File: config.mk
export PLATFORM = sky130hd
export DESIGN_NAME = conv2d_mac_sequencer_flat
export DESIGN_NICKNAME = d
export VERILOG_FILES = /design/src/rtl/conv2d_mac_sequencer_if.sv /design/src/rtl/conv2d_mac_sequencer.sv /design/src/flat_wrapper.sv
export SDC_FILE = /design/constraint.sdc
export NUM_CORES = 1
export LEC_CHECK = 0
export CORE_UTILIZATION = 50
export CTS_CLUSTER_SIZE = 30
export DETAILED_ROUTE_END_ITERATION = 6
export GPL_ROUTABILITY_DRIVEN = 0
export HOLD_SLACK_MARGIN = 0.08
export PLACE_DENSITY = 0.74
export RECOVER_POWER = 25
export SLEW_MARGIN = 5
export SYNTH_ARGS = -nofsm -noshare
export SYNTH_HDL_FRONTEND = slang
export SYNTH_SLANG_ARGS = --single-unit
File: constraint.sdc
create_clock -name clk -period 5.6 [get_ports clk]
set_input_delay 1.4 -clock clk [delete_from_list [all_inputs] [get_ports clk]]
set_output_delay 1.4 -clock clk [all_outputs]
set_load 0.02 [all_outputs]
File: src/rtl/conv2d_mac_sequencer_if.sv
// Bus bundle for conv2d_mac_sequencer: start/busy/done control,
// image and kernel RAM read ports, result RAM write port.
interface conv2d_mac_sequencer_if #(
    parameter int N = 8,
    parameter int K = 3
);
    localparam int M    = N - K + 1;
    localparam int IA_W = (N * N > 1) ? $clog2(N * N) : 1;
    localparam int KA_W = (K * K > 1) ? $clog2(K * K) : 1;
    localparam int RA_W = (M * M > 1) ? $clog2(M * M) : 1;

    logic              start;
    logic              busy;
    logic              done;
    logic              img_rd_en;
    logic [IA_W-1:0]   img_addr;
    logic [7:0]        img_rdata;
    logic              ker_rd_en;
    logic [KA_W-1:0]   ker_addr;
    logic [7:0]        ker_rdata;
    logic              res_we;
    logic [RA_W-1:0]   res_addr;
    logic signed [15:0] res_wdata;

    // sequencer side
    modport master (
        input  start, img_rdata, ker_rdata,
        output busy, done,
        output img_rd_en, img_addr,
        output ker_rd_en, ker_addr,
        output res_we, res_addr, res_wdata
    );

    // environment side: controller and RAMs
    modport slave (
        output start, img_rdata, ker_rdata,
        input  busy, done,
        input  img_rd_en, img_addr,
        input  ker_rd_en, ker_addr,
        input  res_we, res_addr, res_wdata
    );
endinterface

File: src/rtl/conv2d_mac_sequencer.sv
// Time-multiplexed 2D convolution: one 8x8 multiplier and a 32-bit
// accumulator stepped over every output window and kernel tap.
// Ports: clk, rst_n (sync, active-low), bus (master modport):
//   start/busy/done, img_rd_en/img_addr/img_rdata,
//   ker_rd_en/ker_addr/ker_rdata, res_we/res_addr/res_wdata.
module conv2d_mac_sequencer #(
    parameter int N = 8,
    parameter int K = 3
) (
    input logic                    clk,
    input logic                    rst_n,
    conv2d_mac_sequencer_if.master bus
);
    localparam int M    = N - K + 1;
    localparam int IA_W = (N * N > 1) ? $clog2(N * N) : 1;
    localparam int KA_W = (K * K > 1) ? $clog2(K * K) : 1;
    localparam int RA_W = (M * M > 1) ? $clog2(M * M) : 1;
    localparam int CW   = $clog2(N + 1);

    typedef enum logic [2:0] {
        IDLE, RUN, DRAIN, WRITE, DONE
    } state_t;

    state_t          state;
    logic [CW-1:0]   i, j, k, l;
    logic [31:0]     acc;
    logic            pv;
    logic            busy_q, done_q, rd_en_q, we_q;
    logic [IA_W-1:0] img_addr_q;
    logic [KA_W-1:0] ker_addr_q;
    logic [RA_W-1:0] res_addr_q;
    logic [15:0]     wdata_q;

    logic [15:0]     prod;
    logic [31:0]     acc_nxt;
    logic [CW-1:0]   i_nxt, j_nxt, k_nxt, l_nxt;
    logic            last_tap, last_win;

    function automatic logic [IA_W-1:0] img_at(input int r, input int c);
        return IA_W'(r * N + c);
    endfunction

    always_comb begin
        prod     = 16'(bus.img_rdata) * 16'(bus.ker_rdata);
        // pv marks the cycle in which RAM data from last cycle's read is valid
        acc_nxt  = pv ? acc + {16'd0, prod} : acc;
        last_tap = (k == CW'(K - 1)) && (l == CW'(K - 1));
        last_win = (i == CW'(M - 1)) && (j == CW'(M - 1));
        l_nxt    = (l == CW'(K - 1)) ? '0 : l + CW'(1);
        k_nxt    = (l == CW'(K - 1)) ? k + CW'(1) : k;
        j_nxt    = (j == CW'(M - 1)) ? '0 : j + CW'(1);
        i_nxt    = (j == CW'(M - 1)) ? i + CW'(1) : i;
    end

    always_ff @(posedge clk) begin
        if (!rst_n) begin
            state      <= IDLE;
            i          <= '0;
            j          <= '0;
            k          <= '0;
            l          <= '0;
            acc        <= '0;
            pv         <= 1'b0;
            busy_q     <= 1'b0;
            done_q     <= 1'b0;
            rd_en_q    <= 1'b0;
            we_q       <= 1'b0;
            img_addr_q <= '0;
            ker_addr_q <= '0;
            res_addr_q <= '0;
            wdata_q    <= '0;
        end else begin
            pv     <= rd_en_q;
            acc    <= acc_nxt;
            done_q <= 1'b0;
            we_q   <= 1'b0;
            unique case (state)
                IDLE: begin
                    if (bus.start) begin
                        state      <= RUN;
                        busy_q     <= 1'b1;
                        rd_en_q    <= 1'b1;
                        i          <= '0;
                        j          <= '0;
                        k          <= '0;
                        l          <= '0;
                        acc        <= '0;
                        img_addr_q <= '0;
                        ker_addr_q <= '0;
                    end
                end
                RUN: begin
                    if (last_tap) begin
                        state   <= DRAIN;
                        rd_en_q <= 1'b0;
                    end else begin
                        k          <= k_nxt;
                        l          <= l_nxt;
                        img_addr_q <= img_at(int'(i) + int'(k_nxt),
                                             int'(j) + int'(l_nxt));
                        ker_addr_q <= KA_W'(int'(k_nxt) * K + int'(l_nxt));
                    end
                end
                DRAIN: begin
                    // last product lands now; latch it straight into the write
                    state      <= WRITE;
                    we_q       <= 1'b1;
                    res_addr_q <= RA_W'(int'(i) * M + int'(j));
                    wdata_q    <= acc_nxt[15:0];
                end
                WRITE: begin
                    acc <= '0;
                    k   <= '0;
                    l   <= '0;
                    if (last_win) begin
                        state  <= DONE;
                        busy_q <= 1'b0;
                        done_q <= 1'b1;
                        i      <= '0;
                        j      <= '0;
                    end else begin
                        state      <= RUN;
                        rd_en_q    <= 1'b1;
                        i          <= i_nxt;
                        j          <= j_nxt;
                        img_addr_q <= img_at(int'(i_nxt), int'(j_nxt));
                        ker_addr_q <= '0;
                    end
                end
                DONE: begin
                    state <= IDLE;
                end
                default: begin
                    state <= IDLE;
                end
            endcase
        end
    end

    assign bus.busy      = busy_q;
    assign bus.done      = done_q;
    assign bus.img_rd_en = rd_en_q;
    assign bus.ker_rd_en = rd_en_q;
    assign bus.img_addr  = img_addr_q;
    assign bus.ker_addr  = ker_addr_q;
    assign bus.res_we    = we_q;
    assign bus.res_addr  = res_addr_q;
    assign bus.res_wdata = wdata_q;
endmodule

File: src/flat_wrapper.sv
// flat-port wrapper written by rule: the top's interface ports become plain ports
module conv2d_mac_sequencer_flat 
#(
    parameter int N = 8,
    parameter int K = 3
)
  (clk, rst_n, bus_start, bus_img_rdata, bus_ker_rdata, bus_busy, bus_done, bus_img_rd_en, bus_img_addr, bus_ker_rd_en, bus_ker_addr, bus_res_we, bus_res_addr, bus_res_wdata);
  conv2d_mac_sequencer_if #(.N(N), .K(K)) bus_i ();
  input logic clk;
  input logic rst_n;
  input wire logic [$bits(bus_i.start)-1:0] bus_start;
  input wire logic [$bits(bus_i.img_rdata)-1:0] bus_img_rdata;
  input wire logic [$bits(bus_i.ker_rdata)-1:0] bus_ker_rdata;
  output wire logic [$bits(bus_i.busy)-1:0] bus_busy;
  output wire logic [$bits(bus_i.done)-1:0] bus_done;
  output wire logic [$bits(bus_i.img_rd_en)-1:0] bus_img_rd_en;
  output wire logic [$bits(bus_i.img_addr)-1:0] bus_img_addr;
  output wire logic [$bits(bus_i.ker_rd_en)-1:0] bus_ker_rd_en;
  output wire logic [$bits(bus_i.ker_addr)-1:0] bus_ker_addr;
  output wire logic [$bits(bus_i.res_we)-1:0] bus_res_we;
  output wire logic [$bits(bus_i.res_addr)-1:0] bus_res_addr;
  output wire logic [$bits(bus_i.res_wdata)-1:0] bus_res_wdata;
  assign bus_i.start = bus_start;
  assign bus_i.img_rdata = bus_img_rdata;
  assign bus_i.ker_rdata = bus_ker_rdata;
  assign bus_busy = bus_i.busy;
  assign bus_done = bus_i.done;
  assign bus_img_rd_en = bus_i.img_rd_en;
  assign bus_img_addr = bus_i.img_addr;
  assign bus_ker_rd_en = bus_i.ker_rd_en;
  assign bus_ker_addr = bus_i.ker_addr;
  assign bus_res_we = bus_i.res_we;
  assign bus_res_addr = bus_i.res_addr;
  assign bus_res_wdata = bus_i.res_wdata;
  conv2d_mac_sequencer #(.N(N), .K(K)) u_core (.clk(clk), .rst_n(rst_n), .bus(bus_i));
endmodule
==> run summary, run 1 <==
The tree is rooted in a sky130_fd_sc_hd__clkbuf_16. The worst hold path belongs to the class reg2reg. The post-route minimum period is around 5400 ps. The required time of the critical path came out at approximately 6000 ps. The starting utilization of the core area came out at 0.511. The clock-pin transition on the worst setup and hold timing paths is ~60 ps. The mean area per synthesized cell is about 8.7 µm². The slowest stage of the critical path is the sky130_fd_sc_hd__fa_1 cell. The vertical extent of the die came out at ~110 µm. The growth of design area from synthesis to finish came out at 23.1%. The slew at the pin closest to its max-slew limit is ~1000 ps. The switching part of the total came out at 0.398. Across the VDD grid, the largest voltage drop is approximately 230 µV.

After synthesis, the share of flip-flops with an asynchronous set or reset is 0. In this run the cell area of the synthesized design comes to about 6100 µm². The number of nets produced by synthesis came out at roughly 840.

The count of final setup violators came out at 0. In this design, the critical path's most frequently occurring cell is sky130_fd_sc_hd__fa_1. The cell row count is 40. The worst setup path is of the in2reg kind. Counting every instance in the synthesized netlist gives around 700. The clock share of power is 0.210.

Along the worst path, the maximum fanout reaches 6. TritonCTS built the clock tree. The global-route track usage on met2 is 0.442.

The clock insertion delay at the later pin of the skew report came out at 340 ps. The number of global-route vias before repair came out at around 5400. The signal arrival time at the worst endpoint is 5670 ps. In the layout the commonest cells are sky130_fd_sc_hd__inv_1 (106), sky130_fd_sc_hd__nor2_1 (75), sky130_fd_sc_hd__dfxtp_1 (72).

Static timing analysis puts the maximum clock frequency at between 0.15 and 0.2 GHz. The max-capacitance violation count came out at 0. Of the total power, combinational logic draws 0.570. Cell internal power was estimated by the tool at ~1.7 mW. The die width came out at between 100 and 150 µm.

The static leakage power came out at about 3.6 nW. The fraction of layout instances using a drive strength above 1 is 0.119. The register share of total power came out at 0.221.

STA classifies the critical path endpoint as a flop. The first-pass GRT wire length is around 25000 µm. For met3 alone, demand over resource in global routing was 0.0432. The overall via count from detail_route came out at 5006. The average via count per standard cell is around 5.3.

Walking the worst path, the cells encountered are clkdlybuf4s15_1 > buf_6 > nand2_1 > fa_1 > inv_1 > fa_1 > inv_1 > fa_1 > fa_1 > inv_1 > ha_1 > nand4_1 > or2_2 > o221a_4 > nor4b_4 > a211oi_2 > a21oi_1. The sequential share of the synthesized area came out at 0.236. The core region area is between 10000 and 15000 µm².

The sum of buffers and inverters on the critical path is 5. After clock tree synthesis, the flow added hold-fix buffers numbering 0. The number of endpoints with negative hold slack in the final report came out at 0.

The area of the die came out at 12700 µm². The switching power summed over all nets came out at 1.13 mW. Entering global routing, the biggest net connects between 40 and 50 pins. The count of flip-flops with a built-in enable after synthesis came out at 0.

The starting DRC count in detailed routing came out at around 210. The post-detailed-route wirelength per cell came out at between 10 and 15 µm. Buffers placed on the I/O ports in this run total 55. On the critical path the largest part of the delay comes from adder cells. The number of pins exceeding their max-slew limit in the final report was 0.

The final worst hold slack came out at between 400 and 500 ps. The tightest slew margin relative to the limit is 0.315. The number of buffers inserted during clock tree synthesis came out at 9. The I/O pin count is between 50 and 60. The run finished with clean final reports.

For this run, global-route usage on met1 was measured as 0.284. The overall overflow remaining after global route came out at 0. The estimated wirelength of the detail-placed design is approximately 11000 µm. The Yosys step of the flow raised 0 warnings. The number of levels in the clock H-tree came out at 3. The final antenna diode count is 0. In this run the deepest clock path goes through 2 buffers.

The first TritonRoute pass finished after 4 iterations. The count of nets left with antenna violations once routing finished came out at 0. Synthesis instantiated 56 different standard cells from the library. The number of antenna violations at the first check in global routing came out at 0. The layer flagged by global routing as most heavily used is met2. The worst clock skew came out at 7.50 ps.

The clock net sink count is a little over 70. The completed layout was analyzed and its total power is 2.84 mW. The ratio of final minimum period to clock period is 0.965. The predominant post-synthesis flop cell is sky130_fd_sc_hd__dfxtp_1. The largest single stage delay on the critical path is roughly 540 ps. Across every metal layer, demand over resource in global routing totals 0.241. The synthesized design contains around 70 register bits. The worst setup path is launched from an input pin.

The most common cell after layout, fill and taps aside is sky130_fd_sc_hd__inv_1. The total power density per cell area came out at 377 nW/µm². The final routed DRC violation total is 0.

For this block, the routed nets add up to between 10000 and 15000 µm of wire. Setup repair after global routing left no endpoint under its margin. In the final design database the tool counted 923 nets.
==> registers in the layout, indices dropped and copies added, names as in the netlist, 3 cells and up <==
register	flops
u_core.acc	16
u_core.bus.img_addr	6
u_core.bus.ker_addr	4
u_core.bus.res_addr	6
u_core.bus.res_wdata	16
u_core.i	4
u_core.j	4
u_core.k	4
u_core.l	4
u_core.state	3
==> through the flow <==
step | cell area [µm²] | TNS [ps] | util | instances | worst slack (ps)
2_1_floorplan | 6110 | 0 | - | 703 | 44.4
3_3_place_gp | 7070 | -6730 | 0.591 | 923 | -488
3_5_place_dp | 7070 | -7280 | 0.591 | 923 | -513
4_1_cts | 7470 | 0 | 0.624 | 940 | 2.24
5_1_grt | 7520 | 0 | 0.629 | 943 | 8.64
6_report | 7520 | 0 | 0.629 | 943 | 195
==> area by class of cell <==
class,count,area [µm²]
fillers,1006,4440
multi-input cells,496,4250
flip-flops and latches,72,1440
repair buffers,105,928
inverters,107,402
clock buffers,11,253
well taps,147,184
clock inverters,5,63.8
==> worst reg2reg max path, stage by stage, from the launching register on <==
cell and delay, ps:
sky130_fd_sc_hd__dfxtp_1 330, sky130_fd_sc_hd__inv_1 70, sky130_fd_sc_hd__fa_1 540, sky130_fd_sc_hd__inv_1 50, sky130_fd_sc_hd__fa_1 490, sky130_fd_sc_hd__inv_1 50, sky130_fd_sc_hd__fa_1 460, sky130_fd_sc_hd__fa_1 560
sky130_fd_sc_hd__inv_1 40, sky130_fd_sc_hd__ha_1 310, sky130_fd_sc_hd__a21o_1 200, sky130_fd_sc_hd__a221oi_1 280, sky130_fd_sc_hd__buf_4 170, sky130_fd_sc_hd__o221a_4 220, sky130_fd_sc_hd__nor4b_4 50, sky130_fd_sc_hd__a211oi_2 240
sky130_fd_sc_hd__a21oi_1 100
==> power by group through the flow <==
stage | Sequential [mW] | Combinational [mW] | Clock (mW)
floorplan | 0.654 | 0.938 | 0
global placement | 0.636 | 1.45 | 0
detailed placement | 0.636 | 1.49 | 0
CTS | 0.627 | 1.60 | 0.605
global route | 0.634 | 1.82 | 0.630
finish | 0.625 | 1.62 | 0.594
==> Yosys cell counts (2+ instances only) <==
master,n,area share
sky130_fd_sc_hd__a211o_1,2,0.0029
sky130_fd_sc_hd__a211oi_1,15,0.018
sky130_fd_sc_hd__a21boi_0,2,0.0025
sky130_fd_sc_hd__a21o_1,14,0.017
sky130_fd_sc_hd__a21oi_1,37,0.030
sky130_fd_sc_hd__a221oi_1,2,0.0029
sky130_fd_sc_hd__a22oi_1,12,0.015
sky130_fd_sc_hd__a31oi_1,2,0.0020
sky130_fd_sc_hd__and2_1,36,0.037
sky130_fd_sc_hd__and3_1,2,0.0020
sky130_fd_sc_hd__buf_1,2,0.0012
sky130_fd_sc_hd__buf_2,5,0.0041
sky130_fd_sc_hd__buf_4,2,0.0025
sky130_fd_sc_hd__clkbuf_1,19,0.012
sky130_fd_sc_hd__dfxtp_1,72,0.24
sky130_fd_sc_hd__fa_1,58,0.19
sky130_fd_sc_hd__ha_1,55,0.11
sky130_fd_sc_hd__inv_1,106,0.065
sky130_fd_sc_hd__mux2i_1,13,0.021
sky130_fd_sc_hd__nand2_1,59,0.036
sky130_fd_sc_hd__nand2b_1,2,0.0020
sky130_fd_sc_hd__nand3_1,10,0.0082
sky130_fd_sc_hd__nand3b_1,2,0.0025
sky130_fd_sc_hd__nand4_1,6,0.0061
sky130_fd_sc_hd__nor2_1,75,0.046
sky130_fd_sc_hd__nor2_2,2,0.0020
sky130_fd_sc_hd__nor2b_1,2,0.0020
sky130_fd_sc_hd__nor3_1,9,0.0074
sky130_fd_sc_hd__nor3b_1,3,0.0037
sky130_fd_sc_hd__nor4_1,2,0.0020
sky130_fd_sc_hd__o21ai_0,15,0.012
sky130_fd_sc_hd__o21bai_1,3,0.0037
sky130_fd_sc_hd__or2_2,3,0.0031
sky130_fd_sc_hd__xnor2_1,26,0.037
sky130_fd_sc_hd__xnor3_1,2,0.0074
sky130_fd_sc_hd__xor2_1,6,0.0086
==> per-layer routing <==
metal,vias up,part of all wire
met1,2418,0.43
li1,2466,-
met5,-,0
met4,0,0.019
met2,97,0.52
met3,25,0.032
==> cell families after synthesis <==
family	share of synthesized area
flops	0.236
compound gates	0.126
mux	0.0213
buf+inv	0.0852
fa+ha+maj	0.303
simple gates	0.173
xor+xnor	0.0559
==> final timing paths <==
check,startpoint,endpoint,slack [ps],cells after the start
max,bus_img_rdata[6],u_core.bus.res_wdata[14],200,17
min,u_core.bus.res_addr[4],u_core.bus.res_addr[4],450,2
max reg2reg,u_core.acc[6],u_core.bus.res_wdata[14],1300,16
min reg2reg,u_core.bus.res_addr[4],u_core.bus.res_addr[4],450,2
==> what timing repair did <==
action	4_1_cts	5_1_grt
pin swaps	10	10
setup endpoints to repair	15	15
resized for setup	27	26
buffers inserted	1	3
(Power assumes the default switching activity.)
==> run 2, diff against run 1 <==
- CAP_MARGIN: unset -> 20
==> results of run 2 <==
No change in the layout: final DEF, timing and power equal those of run 1.
==> run 3, diff against run 2 <==
- PLACE_DENSITY: 0.74 -> 0.79
==> run summary, run 3 (same netlist as run 1, synthesis figures left out) <==
The count of final setup violators is 0 (unchanged). The filler cell count is 963 (was 1006). The number of levels in the clock H-tree is 3 (unchanged). The fraction of layout instances using a drive strength above 1 is 0.146 (was 0.119). The slew at the pin closest to its max-slew limit was 977 ps (was 1030 ps). The switching part of the total is 0.399 (was 0.398). The category of the critical setup timing path is in2reg (unchanged). The critical path's slowest cell is sky130_fd_sc_hd__fa_1 (unchanged). The number of antenna violations at the first check in global routing is 0 (unchanged).

The area of the die is 12700 µm² (unchanged). The count of buffers inserted at the top-level ports came out at 55 (unchanged). The die width is 113 µm (unchanged). The overall overflow remaining after global route is 0 (unchanged).

The utilization of the core after routing is 0.633 (was 0.629). The clock net sink count came to 72 (unchanged). The growth of design area from synthesis to finish came to 24.0% (was 23.1%). Status: complete, no violations (unchanged). The category of the worst setup path capture point is a flop (unchanged). The average via count per standard cell came to 5.39 (was 5.31). The tightest slew margin relative to the limit came out at 0.348 (was 0.315). The cell area after layout is 7570 µm² (was 7520 µm²). The worst setup timing slack at the placement stage came out at -579 ps (was -513 ps). The number of buffers inserted during clock tree synthesis came out at 9 (unchanged). The number of pins exceeding their max-slew limit in the final report came out at 0 (unchanged). The clock-pin transition on the worst setup and hold timing paths is 60 ps (about the same).

The internal portion of total power is 1.79 mW (was 1.71 mW). The final antenna diode count was 0 (unchanged). The number of endpoints with negative hold slack in the final report came to 0 (unchanged).

The cell repeated most along the worst path is sky130_fd_sc_hd__fa_1 (unchanged). The starting utilization of the core area is 0.511 (unchanged). The switching power summed over all nets came out at 1.19 mW (was 1.13 mW).

The wire length reported by the detailed router was 14300 µm (was 13600 µm). The number of instances in the placed design was 923 (unchanged). The overall via count from detail_route came out at 5114 (was 5006). The vertical extent of the die came to 113 µm (unchanged). Ordered list of cells on the worst path: clkdlybuf4s15_1 > buf_6 > and2_4 > fa_1 > fa_2 > fa_1 > inv_1 > fa_1 > inv_2 > ha_4 > nand4_1 > buf_4 > or2_2 > o221a_2 > nor4b_4 > a211oi_2 > a21oi_1 (was clkdlybuf4s15_1 > buf_6 > nand2_1 > fa_1 > inv_1 > fa_1 > inv_1 > fa_1 > fa_1 > inv_1 > ha_1 > nand4_1 > or2_2 > o221a_4 > nor4b_4 > a211oi_2 > a21oi_1). The number of non-filler instances in the completed layout came to 948 (was 943). The worst clock skew came out at 5.58 ps (was 7.50 ps).

The combinational cell fraction of total power is 0.586 (was 0.570). The class of the worst hold path is reg2reg (unchanged). The number of nets in the finished design is 928 (was 923).

The fmax came out at 0.185 GHz (about the same). The ratio of final minimum period to clock period came out at 0.968 (was 0.965). The CTS tree was done (unchanged). The final routed DRC violation total was 0 (unchanged).

The number of nets with antenna violations after detailed routing came out at 0 (unchanged). The global routing usage summed across all routing layers came to 0.241 (about the same). The largest net degree at the start of global routing is 46 (unchanged). The total power density per cell area came to 394 nW/µm² (was 377 nW/µm²). The post-route minimum period was 5420 ps (was 5400 ps). The largest stage delay on the critical path came out at 570 ps (was 540 ps).

Most used cells in the layout excluding fill and tap cells: sky130_fd_sc_hd__inv_1 (105), sky130_fd_sc_hd__nor2_1 (74), sky130_fd_sc_hd__dfxtp_1 (72) (was sky130_fd_sc_hd__inv_1 (106), sky130_fd_sc_hd__nor2_1 (75), sky130_fd_sc_hd__dfxtp_1 (72)). The total placed instance area is 7070 µm² (unchanged). The clock root buffer master is sky130_fd_sc_hd__clkbuf_16 (unchanged). The post-detailed-route wirelength per cell came to 15.1 µm (was 14.4 µm).

The starting DRC count in detailed routing is 233 (was 209). The required time of the critical path is 5860 ps (was 5870 ps). The final worst hold slack was 457 ps (was 449 ps). The minimum setup slack in the final design came out at 180 ps (was 195 ps). The max-capacitance violation count came out at 0 (unchanged). The I/O pin count came out at 56 (unchanged).

The total of hold buffers inserted after clock tree synthesis is 0 (unchanged). The clock insertion delay at the later pin of the skew report came out at 330 ps (was 340 ps). The core region area is 12000 µm² (unchanged). The number of buffers between clock root and the deepest sink came out at 2 (unchanged). The first-pass iteration count of the detailed router is 5 (was 4). The highest net fanout along the worst path came to 6 (unchanged). The first-pass GRT wire length is 24600 µm (about the same). The type of element launching the critical path is an input pin (unchanged). The static leakage power is 3.59 nW (was 3.61 nW). The cell row count is 40 (unchanged). The maximum resistive drop on vdd is 228 µV (was 229 µV). The number of global-route vias before repair came out at 5426 (was 5410).

The clock share of power is 0.203 (was 0.210). The estimated wirelength of the detail-placed design was 10800 µm (about the same). The most common cell after layout, fill and taps aside was sky130_fd_sc_hd__inv_1 (unchanged).

The register share of total power is 0.210 (was 0.221). The signal arrival time at the worst endpoint came out at 5680 ps (was 5670 ps).
[run 3: final cells by class]
| type | count | area, µm² | area share |
|---|---|---|---|
| Timing Repair Buffer | 110 | 925 | 0.122 |
| Sequential cell | 72 | 1440 | 0.190 |
| Multi-Input combinational cell | 496 | 4300 | 0.568 |
| Clock buffer | 10 | 229 | 0.0302 |
| Clock inverter | 6 | 92.6 | 0.0122 |
| Tap cell | 147 | 184 | 0.0243 |
| Inverter | 107 | 402 | 0.0530 |
[run 3: worst max-delay path, delay by kind of cell]
kind	cells	cell delay (ps)
adder cells (fa/ha/maj)	5	2340
AND/OR/NAND/NOR	4	790
buffers and inverters	5	610
AO/OA/AOI/OAI	3	520
[run 3: per-stage QoR]
stage	total power, mW	setup TNS [ps]
finish	2.98	0
floorplan	1.59	0
global placement	2.08	-6360
detailed placement	2.12	-6940
global route	3.20	-28.2
CTS	2.85	0
[run 3: repair_timing]
action,in CTS,in global routing
gates cloned,0,0
pin swaps,12,15
gates resized for setup,31,44
setup buffers,5,4
setup endpoints to repair,15,14
[run 3: final timing paths]
check / startpoint / slack, ps / cells past startpoint / end
min reg2reg: u_core.bus.res_addr[1] / 460 / 2 / u_core.bus.res_addr[1]
max: bus_ker_rdata[5] / 180 / 17 / u_core.bus.res_wdata[14]
max reg2reg: u_core.acc[6] / 1220 / 16 / u_core.bus.res_wdata[10]
min: u_core.bus.res_addr[1] / 460 / 2 / u_core.bus.res_addr[1]
[run 3: per-layer routing]
layer / global-route usage / vias to the layer above / wire [µm]
met5: 0 / - / 0
met1: 0.268 / 2479 / 5780
met2: 0.456 / 123 / 7610
met3: 0.0340 / 39 / 483
li1: - / 2473 / -
met4: 0.101 / 0 / 440
[run 3: power groups by stage]
| stage | sequential (mW) | combinational, mW | clock, mW |
|---|---|---|---|
| floorplan | 0.654 | 0.938 | 0 |
| global placement | 0.636 | 1.45 | 0 |
| detailed placement | 0.637 | 1.48 | 0 |
| CTS | 0.628 | 1.60 | 0.617 |
| global route | 0.634 | 1.93 | 0.638 |
| finish | 0.627 | 1.75 | 0.607 |
